[src/rtl/lcd_bus_rx_pkg.sv]
// rtl/lcd_bus_rx_pkg.sv - shared state encodings, instruction constants and err bit indices
package lcd_bus_rx_pkg;

  typedef enum logic [1:0] {
    RX_MODE8   = 2'd0,
    RX_HI_WAIT = 2'd1,
    RX_LO_WAIT = 2'd2
  } rx_state_t;

  typedef enum logic [1:0] {
    OUT_IDLE   = 2'd0,
    OUT_PEND   = 2'd1,
    OUT_ACKLOW = 2'd2
  } out_state_t;

  localparam logic [8:0] INSTR_CLEAR = 9'h001;
  localparam logic [8:0] INSTR_HOME  = 9'h002;
  localparam logic [8:0] FSET_MASK   = 9'h1f0;
  localparam logic [8:0] FSET_VALUE  = 9'h030;

  localparam int ERR_RW   = 3;
  localparam int ERR_RS   = 2;
  localparam int ERR_BUSY = 1;
  localparam int ERR_OVF  = 0;

  // Return Home ignores bit 0, so 0x002 and 0x003 both take the long busy time
  function automatic logic is_long_instr(input logic [8:0] word);
    return (word == INSTR_CLEAR) || ((word & 9'h1fe) == INSTR_HOME);
  endfunction

endpackage

[src/rtl/lcd_bus_sync.sv]
// rtl/lcd_bus_sync.sv - two-flop pin synchronizer and E falling-edge strobe
module lcd_bus_sync (
  input  logic       clock,
  input  logic       reset,
  input  logic       e_pin,
  input  logic       rs_pin,
  input  logic       rw_pin,
  input  logic [3:0] d_pin,
  output logic       strobe,
  output logic       rs,
  output logic       rw,
  output logic [3:0] d
);

  logic [6:0] meta;
  logic [6:0] sync;
  logic       e_prev;

  // Bus fields are registered alongside the strobe so they line up with it
  always_ff @(posedge clock or posedge reset) begin
    if (reset) begin
      meta   <= '0;
      sync   <= '0;
      e_prev <= 1'b0;
      strobe <= 1'b0;
      rs     <= 1'b0;
      rw     <= 1'b0;
      d      <= '0;
    end else begin
      meta   <= {e_pin, rs_pin, rw_pin, d_pin};
      sync   <= meta;
      e_prev <= sync[6];
      strobe <= e_prev & ~sync[6];
      rs     <= sync[5];
      rw     <= sync[4];
      d      <= sync[3:0];
    end
  end

endmodule

[src/rtl/lcd_bus_rx.sv]
// rtl/lcd_bus_rx.sv - 4-bit LCD write-bus receiver with busy model and word handshake
module lcd_bus_rx
  import lcd_bus_rx_pkg::*;
#(
  parameter int BUSY_SHORT     = 4000,
  parameter int BUSY_LONG      = 164000,
  parameter int NIBBLE_TIMEOUT = 100000,
  parameter int CW             = 19
) (
  input  logic       clock,
  input  logic       reset,
  input  logic [3:0] LCD_D,
  input  logic       LCD_E,
  input  logic       LCD_RS,
  input  logic       LCD_RW,
  output logic [8:0] data,
  output logic       write,
  input  logic       ack,
  output logic       mode_4bit,
  output logic       busy,
  output logic [3:0] err
);

  localparam logic [CW-1:0] SHORT_CNT = CW'(BUSY_SHORT);
  localparam logic [CW-1:0] LONG_CNT  = CW'(BUSY_LONG);
  localparam logic [CW-1:0] TIMEOUT   = CW'(NIBBLE_TIMEOUT);

  logic       strobe;
  logic       s_rs;
  logic       s_rw;
  logic [3:0] s_d;

  lcd_bus_sync u_sync (
    .clock  (clock),
    .reset  (reset),
    .e_pin  (LCD_E),
    .rs_pin (LCD_RS),
    .rw_pin (LCD_RW),
    .d_pin  (LCD_D),
    .strobe (strobe),
    .rs     (s_rs),
    .rw     (s_rw),
    .d      (s_d)
  );

  rx_state_t     rx_state, rx_next;
  out_state_t    out_state, out_next;
  logic [3:0]    hi_nib;
  logic          hi_rs;
  logic [CW-1:0] timer;
  logic [CW-1:0] busy_cnt;
  logic          take;
  logic          hi_load;
  logic          byte_done;
  logic          rs_mis;
  logic [8:0]    word;
  logic          load_out;
  logic          overflow;

  assign take = strobe & ~s_rw;
  assign word = {hi_rs, hi_nib, s_d};

  always_comb begin
    rx_next   = rx_state;
    hi_load   = 1'b0;
    byte_done = 1'b0;
    rs_mis    = 1'b0;
    case (rx_state)
      RX_MODE8: begin
        if (take && !s_rs && s_d == 4'b0010) rx_next = RX_HI_WAIT;
      end
      RX_HI_WAIT: begin
        if (take) begin
          hi_load = 1'b1;
          rx_next = RX_LO_WAIT;
        end
      end
      RX_LO_WAIT: begin
        // a lower-nibble strobe wins over the timeout in the same cycle
        if (take) begin
          if (s_rs == hi_rs) begin
            byte_done = 1'b1;
            rx_next   = ((word & FSET_MASK) == FSET_VALUE) ? RX_MODE8 : RX_HI_WAIT;
          end else begin
            rs_mis  = 1'b1;
            rx_next = RX_HI_WAIT;
          end
        end else if (timer == TIMEOUT) begin
          rx_next = RX_HI_WAIT;
        end
      end
      default: rx_next = RX_MODE8;
    endcase
  end

  always_comb begin
    out_next = out_state;
    load_out = 1'b0;
    overflow = 1'b0;
    case (out_state)
      OUT_IDLE: begin
        if (byte_done) begin
          load_out = 1'b1;
          out_next = OUT_PEND;
        end
      end
      OUT_PEND:   if (ack)  out_next = OUT_ACKLOW;
      OUT_ACKLOW: if (!ack) out_next = OUT_IDLE;
      default:    out_next = OUT_IDLE;
    endcase
    if (byte_done && out_state != OUT_IDLE) overflow = 1'b1;
  end

  always_ff @(posedge clock or posedge reset) begin
    if (reset) begin
      rx_state  <= RX_MODE8;
      out_state <= OUT_IDLE;
      hi_nib    <= '0;
      hi_rs     <= 1'b0;
      timer     <= '0;
      busy_cnt  <= '0;
      data      <= '0;
      err       <= '0;
    end else begin
      rx_state  <= rx_next;
      out_state <= out_next;
      if (hi_load) begin
        hi_nib <= s_d;
        hi_rs  <= s_rs;
        timer  <= '0;
      end else if (rx_state == RX_LO_WAIT) begin
        timer <= timer + 1'b1;
      end
      // dropped (overflowed) bytes still occupy the panel
      if (byte_done)
        busy_cnt <= is_long_instr(word) ? LONG_CNT : SHORT_CNT;
      else if (busy_cnt != '0)
        busy_cnt <= busy_cnt - 1'b1;
      if (load_out) data <= word;
      if (strobe && s_rw) err[ERR_RW]   <= 1'b1;
      if (rs_mis)         err[ERR_RS]   <= 1'b1;
      if (strobe && busy) err[ERR_BUSY] <= 1'b1;
      if (overflow)       err[ERR_OVF]  <= 1'b1;
    end
  end

  assign write     = (out_state == OUT_PEND);
  assign mode_4bit = (rx_state != RX_MODE8);
  assign busy      = (busy_cnt != '0);

endmodule

[config.mk]
export PLATFORM = sky130hd
export DESIGN_NAME = lcd_bus_rx
export DESIGN_NICKNAME = d
export VERILOG_FILES = /design/src/rtl/lcd_bus_rx_pkg.sv /design/src/rtl/lcd_bus_sync.sv /design/src/rtl/lcd_bus_rx.sv
export SDC_FILE = /design/constraint.sdc
export NUM_CORES = 1
export LEC_CHECK = 0
export BUFFER_PORTS_ARGS = -buffer_cell sky130_fd_sc_hd__clkbuf_2
export CORE_AREA = 2 2 124 126
export DETAILED_ROUTE_END_ITERATION = 8
export DIE_AREA = 0 0 126 128
export PLACE_DENSITY_LB_ADDON = 0.1
export SYNTH_ARGS = -nofsm -noshare
export SYNTH_HDL_FRONTEND = slang
export SYNTH_SLANG_ARGS = --single-unit
[constraint.sdc]
create_clock -name clock -period 3.4 [get_ports clock]
set_input_delay 0.68 -clock clock [delete_from_list [all_inputs] [get_ports clock]]
set_output_delay 0.68 -clock clock [all_outputs]
set_load 0.05 [all_outputs]
==> results.tsv, run 1 <==
stage	metric	value	unit
outcome	status	finished, final reports clean	
timing	slew_headroom	53.6	%
die	start_util	24.5	%
logic_synthesis	async_flop_share	100	%
logic_synthesis	ys_seq_area_share	56.4	%
pwr	ir_worst_vdd	242	uV
logic_synthesis	synth_commonest_cells	dfrtp_1, nand2_1, mux2i_1	
layout	antenna_cells	0	
setup_path	cp.arrival	2.08	ns
layout	design_area	4260	um2
timing	finClkSkew	0.00720	ns
detailed_routing	drt_wl_total	7980	um
clock_network	cts_setup_buffers	0	
pwr	leakage	1.93	nW
setup_path	r2r_slack	1.26	ns
detailed_routing	viasPerCell	4.58	
layout	final-seq-area	2050	um2
placement	placed_cell_area	3990	um2
die	die_w	126	um
clock_network	cts_buffer_depth	2	
timing	slew_violations	0	
pwr	p_per_area	687	nW/um2
setup_path	crit_chain	inv_1 > ha_1 > nor3b_2 > nand3_1 > nor2_4 > inv_2 > clkbuf_2	
timing	hold_viol	0	
timing	tightest_slew	0.693	ns
layout	nets	354	
timing	max_clock_freq	0.362	GHz
detailed_routing	drtAntennaViolNets	0	
setup_path	critPathSlowestCell	dfrtp_1	
clock_network	cts_resized	0	
timing	setup_tns	0	ns
clock_network	clock_latency	0.35	ns
flow_run	maxCapViolCount	0	
layout	multi_input_area	1500	um2
logic_synthesis	ys_types	56	
die	dieArea	16100	um2
logic_synthesis	synth_seq_cells	82	
grt	grt_usage	10.8	%
logic_synthesis	synth_ff_type	dfrtp_1	
clock_network	cts_tree	yes	
die	io_pins	26	
clock_network	cts_sinks	82	
clock_network	postCtsHoldBufs	0	
detailed_routing	drt_iter0_drc	123	
clock_network	numCtsBuffers	9	
clock_network	cts-root-buf	clkbuf_16	
timing	timing.final.crit_share	81.2	%
layout	syn_to_final_growth	17.0	%
logic_synthesis	synthTopCellsByArea	dfrtp_1, mux2i_1, mux2_2, nand2_1, nand3_1	
logic_synthesis	yosys_warnings	0	
logic_synthesis	synth_edf_count	0	
detailed_routing	drcViolationCount	0	
layout	fillers	1564	
grt	antenna_found_initial	0	
grt	grt_overflow	0	
setup_path	end_kind	output pin	
grt	grt_max_degree	49	
timing	rsz0062_at_grt	false	
die	die_y	128	um
logic_synthesis	synth_largest_area_cell	dfrtp_1	
setup_path	worstPathMaxFanout	5	
placement	portBuffers	25	
detailed_routing	dr.pass1.iters	4	
logic_synthesis	synthCells	312	
logic_synthesis	syn_nets	325	
logic_synthesis	syn-cell-area	3640	um2
timing	finalSetupViolCount	0	
placement	dp.final_hpwl	5310	um
die	core	14900	um2
setup_path	cp_slowest_stage_delay	0.40	ns
setup_path	crit_type	flip-flop to output pin	
clock_network	htreeDepth	3	
worst_hold_path	hp-class	flip-flop to flip-flop	
setup_path	crit_buf_inv	3	
grt	grt_pass1_wl	13600	um
detailed_routing	vias	2444	
placement	gp_congestion	0.746	
detailed_routing	wl_per_cell	14.9	um
die	placementRows	45	
layout	drive_gt1_share	20.5	%
clock_network	cts.reportedPaths.clkPinSlew	0.06	ns
logic_synthesis	synth.most_common_cell	dfrtp_1	
setup_path	cpLargestDelayFamily	simple AND/OR/NAND/NOR gates	
setup_path	cp-start-kind	flip-flop	
setup_path	worstPathRequired	2.72	ns
logic_synthesis	synth_top_area_share	56.4	%
logic_synthesis	syn_area_per_cell	11.7	um2
grt	grt_pass1_vias	2502	
timing	layout_min_cycle_time	2.76	ns
[cell type report]
class / count / share of cell area (%)
flip-flops and latches: 82 / 48.2
inverters: 12 / 1.09
clock buffers: 10 / 5.37
well taps: 188 / 5.52
multi-input cells: 209 / 35.3
repair buffers: 27 / 3.58
clock inverters: 6 / 0.969
[metal layers]
layer	wire length [um]	track usage (%)	vias up
li1	-	-	1190
met4	180	5.82	0
met3	261	2.59	11
met5	0	0	-
met1	3850	14.3	1206
met2	3680	16.4	37
[registers in the layout, indices dropped and copies added (netlist names)]
signal,flops
u_sync.meta,7
out_state,2
rx_state,2
timer,19
hi_rs,1
busy_cnt,19
hi_nib,4
u_sync.strobe,1
err,4
u_sync.rs,1
data,9
u_sync.e_prev,1
u_sync.rw,1
u_sync.d,4
u_sync.sync,7
[worst paths after layout]
| kind | from | endpoint | cells after the start |
|---|---|---|---|
| min in group asynchronous | reset | u_sync.meta[0] | 2 |
| worst min register to register | u_sync.meta[2] | u_sync.sync[2] | 0 |
| max in group asynchronous | reset | busy_cnt[4] | 3 |
| worst min-delay path | u_sync.meta[2] | u_sync.sync[2] | 0 |
| worst max-delay path | busy_cnt[0] | busy | 7 |
| worst max register to register | rx_state[0] | data[1] | 4 |
[cells in the final DEF, fill, tap and decap left out, types with 5 or more instances in the layout]
| master | netlist | routed |
|---|---|---|
| inv_1 | 11 | 10 |
| o21ai_0 | 9 | 9 |
| o31ai_1 | 7 | 7 |
| nand2b_1 | 10 | 10 |
| nor3_1 | 5 | 5 |
| clkbuf_16 | 0 | 9 |
| nand3_1 | 13 | 13 |
| clkbuf_2 | 0 | 25 |
| a21oi_1 | 10 | 10 |
| nand4_1 | 6 | 6 |
| nand2_1 | 34 | 34 |
| nor2_1 | 9 | 9 |
| mux2_2 | 14 | 14 |
| mux2i_1 | 20 | 20 |
| dfrtp_1 | 82 | 82 |
| nor4_1 | 5 | 5 |
[per-stage QoR]
step	total power [mW]	hold slack (ns)	util (%)	cells	worst slack, ns
floorplan	1.87	0.331	-	312	0.612
global placement	2.04	0.332	26.8	518	1.02
detailed placement	2.04	0.335	26.8	518	0.987
CTS	2.97	0.349	28.7	534	0.608
global route	3.12	0.355	28.7	534	0.495
finish	2.93	0.346	28.7	534	0.639
[cell families after synthesis]
logic type | after synthesis | share of synthesized area, %
flops | 82 | 56.4
compound gates | 46 | 8.63
buf+inv | 21 | 2.34
fa+ha+maj | 3 | 1.03
simple gates | 121 | 20.6
mux | 34 | 9.83
xor+xnor | 5 | 1.20
[power by group]
group | internal (mW) | switching, mW
Sequential | 1.13 | 0.214
Combinational | 0.280 | 0.390
Clock | 0.497 | 0.413
No activity file was read; power rests on OpenSTA's default activity.
==> inputs of run 2 (changes only) <==
Clock period 3.4 ns to 2.7 ns, I/O delays scaled along.
==> run 2 against run 1 <==
Effect of this change:
- design area increased by 1.3%
- total power increased by 30%
- non-clock buffer count increased by 3
- first-iteration DRC count decreased by 21%
- critical endpoint unchanged
==> results.tsv, run 2 (same netlist as run 1, synthesis figures left out) <==
stage	metric	value	unit
clock_network	clock_latency	0.34	ns
timing	slew_headroom	52.4	%
clock_network	htreeDepth	3	
timing	layout_min_cycle_time	2.50	ns
flow_run	maxCapViolCount	0	
grt	grt_max_degree	45	
layout	syn_to_final_growth	18.5	%
timing	finalSetupViolCount	0	
setup_path	crit_start	busy_cnt[0]	
timing	timing.final.crit_share	92.6	%
detailed_routing	drt_iter0_drc	97	
layout	top_regs	busy_cnt: 19 flops, timer: 19 flops, data: 9 flops	
die	core	14900	um2
layout	nets	357	
setup_path	crit_type	flip-flop to output pin	
die	placementRows	45	
grt	grt_usage	10.6	%
clock_network	cts_sinks	82	
grt	grt_pass1_wl	13300	um
die	die_w	126	um
placement	placed_cell_area	4000	um2
timing	rsz0062_at_grt	false	
die	dieArea	16100	um2
pwr	ir_worst_vdd	276	uV
detailed_routing	viasPerCell	4.50	
pwr	leakage	1.95	nW
setup_path	rr_startpoint	busy_cnt[0]	
timing	max_clock_freq	0.400	GHz
placement	portBuffers	25	
layout	layout_commonest_cell	dfrtp_1	
layout	finalNonFillerCells	537	
detailed_routing	wl_per_cell	14.5	um
clock_network	cts_buffer_depth	2	
detailed_routing	drt_wl_total	7800	um
worst_hold_path	hp-class	primary input to async pin	
setup_path	worstPathMaxFanout	5	
pwr	p_per_area	884	nW/um2
clock_network	cts.reportedPaths.clkPinSlew	0.06	ns
timing	slew_violations	0	
grt	grt_overflow	0	
die	io_pins	26	
clock_network	cts-root-buf	clkbuf_16	
detailed_routing	drtAntennaViolNets	0	
placement	gp_congestion	0.708	
layout	drive_gt1_share	21.5	%
clock_network	cts_tree	yes	
setup_path	r2r_slack	0.78	ns
setup_path	worstPathRequired	2.16	ns
detailed_routing	drcViolationCount	0	
die	die_y	128	um
placement	dp_cells	521	
die	start_util	24.5	%
detailed_routing	vias	2414	
grt	grt_pass1_vias	2478	
outcome	status	finished, final reports clean	
layout	design_area	4310	um2
setup_path	cp-start-kind	flip-flop	
timing	finClkSkew	0.00935	ns
layout	layout.cells.most_common_list	dfrtp_1, nand2_1, clkbuf_2, mux2i_1, mux2_2	
placement	dp.final_hpwl	5360	um
timing	hold_viol	0	
detailed_routing	dr.pass1.iters	4	
setup_path	cp.arrival	1.96	ns
setup_path	end_kind	output pin	
layout	antenna_cells	0	
timing	tightest_slew	0.711	ns
timing	setup_tns	0	ns
clock_network	numCtsBuffers	9	
grt	antenna_found_initial	0	
clock_network	cts_setup_buffers	0	
timing	whs	0.301	ns
## run 2: cell count changes in the layout (fill, tap and decap cells not counted), sizes merged
cell | before | now
buf | 2 | 5
clkinvlp | 0 | 2
bufinv | 0 | 1
clkinv | 5 | 2
## run 2: cell type report
class | count | area [um2]
clock buffers | 10 | 229
clock inverters | 6 | 73.8
fillers | 1568 | 10600
inverters | 12 | 46.3
multi-input cells | 209 | 1520
flip-flops and latches | 82 | 2050
well taps | 188 | 235
repair buffers | 30 | 163
## run 2: routing by layer
layer | wire length [um] | vias up | GRT usage (%) | share of wire (%)
met5 | 0 | - | 0 | 0
met4 | 194 | 0 | 5.30 | 2.5
met3 | 225 | 12 | 2.63 | 2.9
met2 | 3520 | 33 | 15.8 | 45
met1 | 3860 | 1168 | 14.3 | 49
li1 | - | 1201 | - | -
## run 2: worst max-delay path: stages, from the launching register on
cell	delay, ns
dfrtp_1	0.40
inv_1	0.08
ha_1	0.19
nor3b_4	0.27
nand3_2	0.17
nor2_4	0.21
inv_2	0.06
clkbuf_2	0.24
## run 2: what timing repair did
item	CTS	global route
endpoints found under the setup margin	0	1
hold buffers	0	0
resized for setup	0	2
## run 2: final timing paths
path	cells past startpoint	endpoint
max in group asynchronous	3	timer[6]
min in group clock	1	u_sync.meta[4]
max reg2reg	6	busy_cnt[16]
max	7	busy
min	3	u_sync.meta[2]
min reg2reg	0	u_sync.d[2]
## run 2: per-stage QoR
| step | power [mW] | worst slack [ns] | util (%) |
|---|---|---|---|
| 6_report | 3.81 | 0.200 | 29.0 |
| 3_3_place_gp | 2.59 | 0.446 | 26.9 |
| 4_1_cts | 3.87 | 0.0779 | 28.9 |
| 2_1_floorplan | 2.35 | 0.0516 | - |
| 3_5_place_dp | 2.58 | 0.448 | 26.9 |
| 5_1_grt | 4.07 | 0.0126 | 29.0 |
## run 2: power breakdown
group | switching, mW | internal [mW]
Clock | 0.519 | 0.728
Sequential | 0.275 | 1.43
Combinational | 0.492 | 0.371
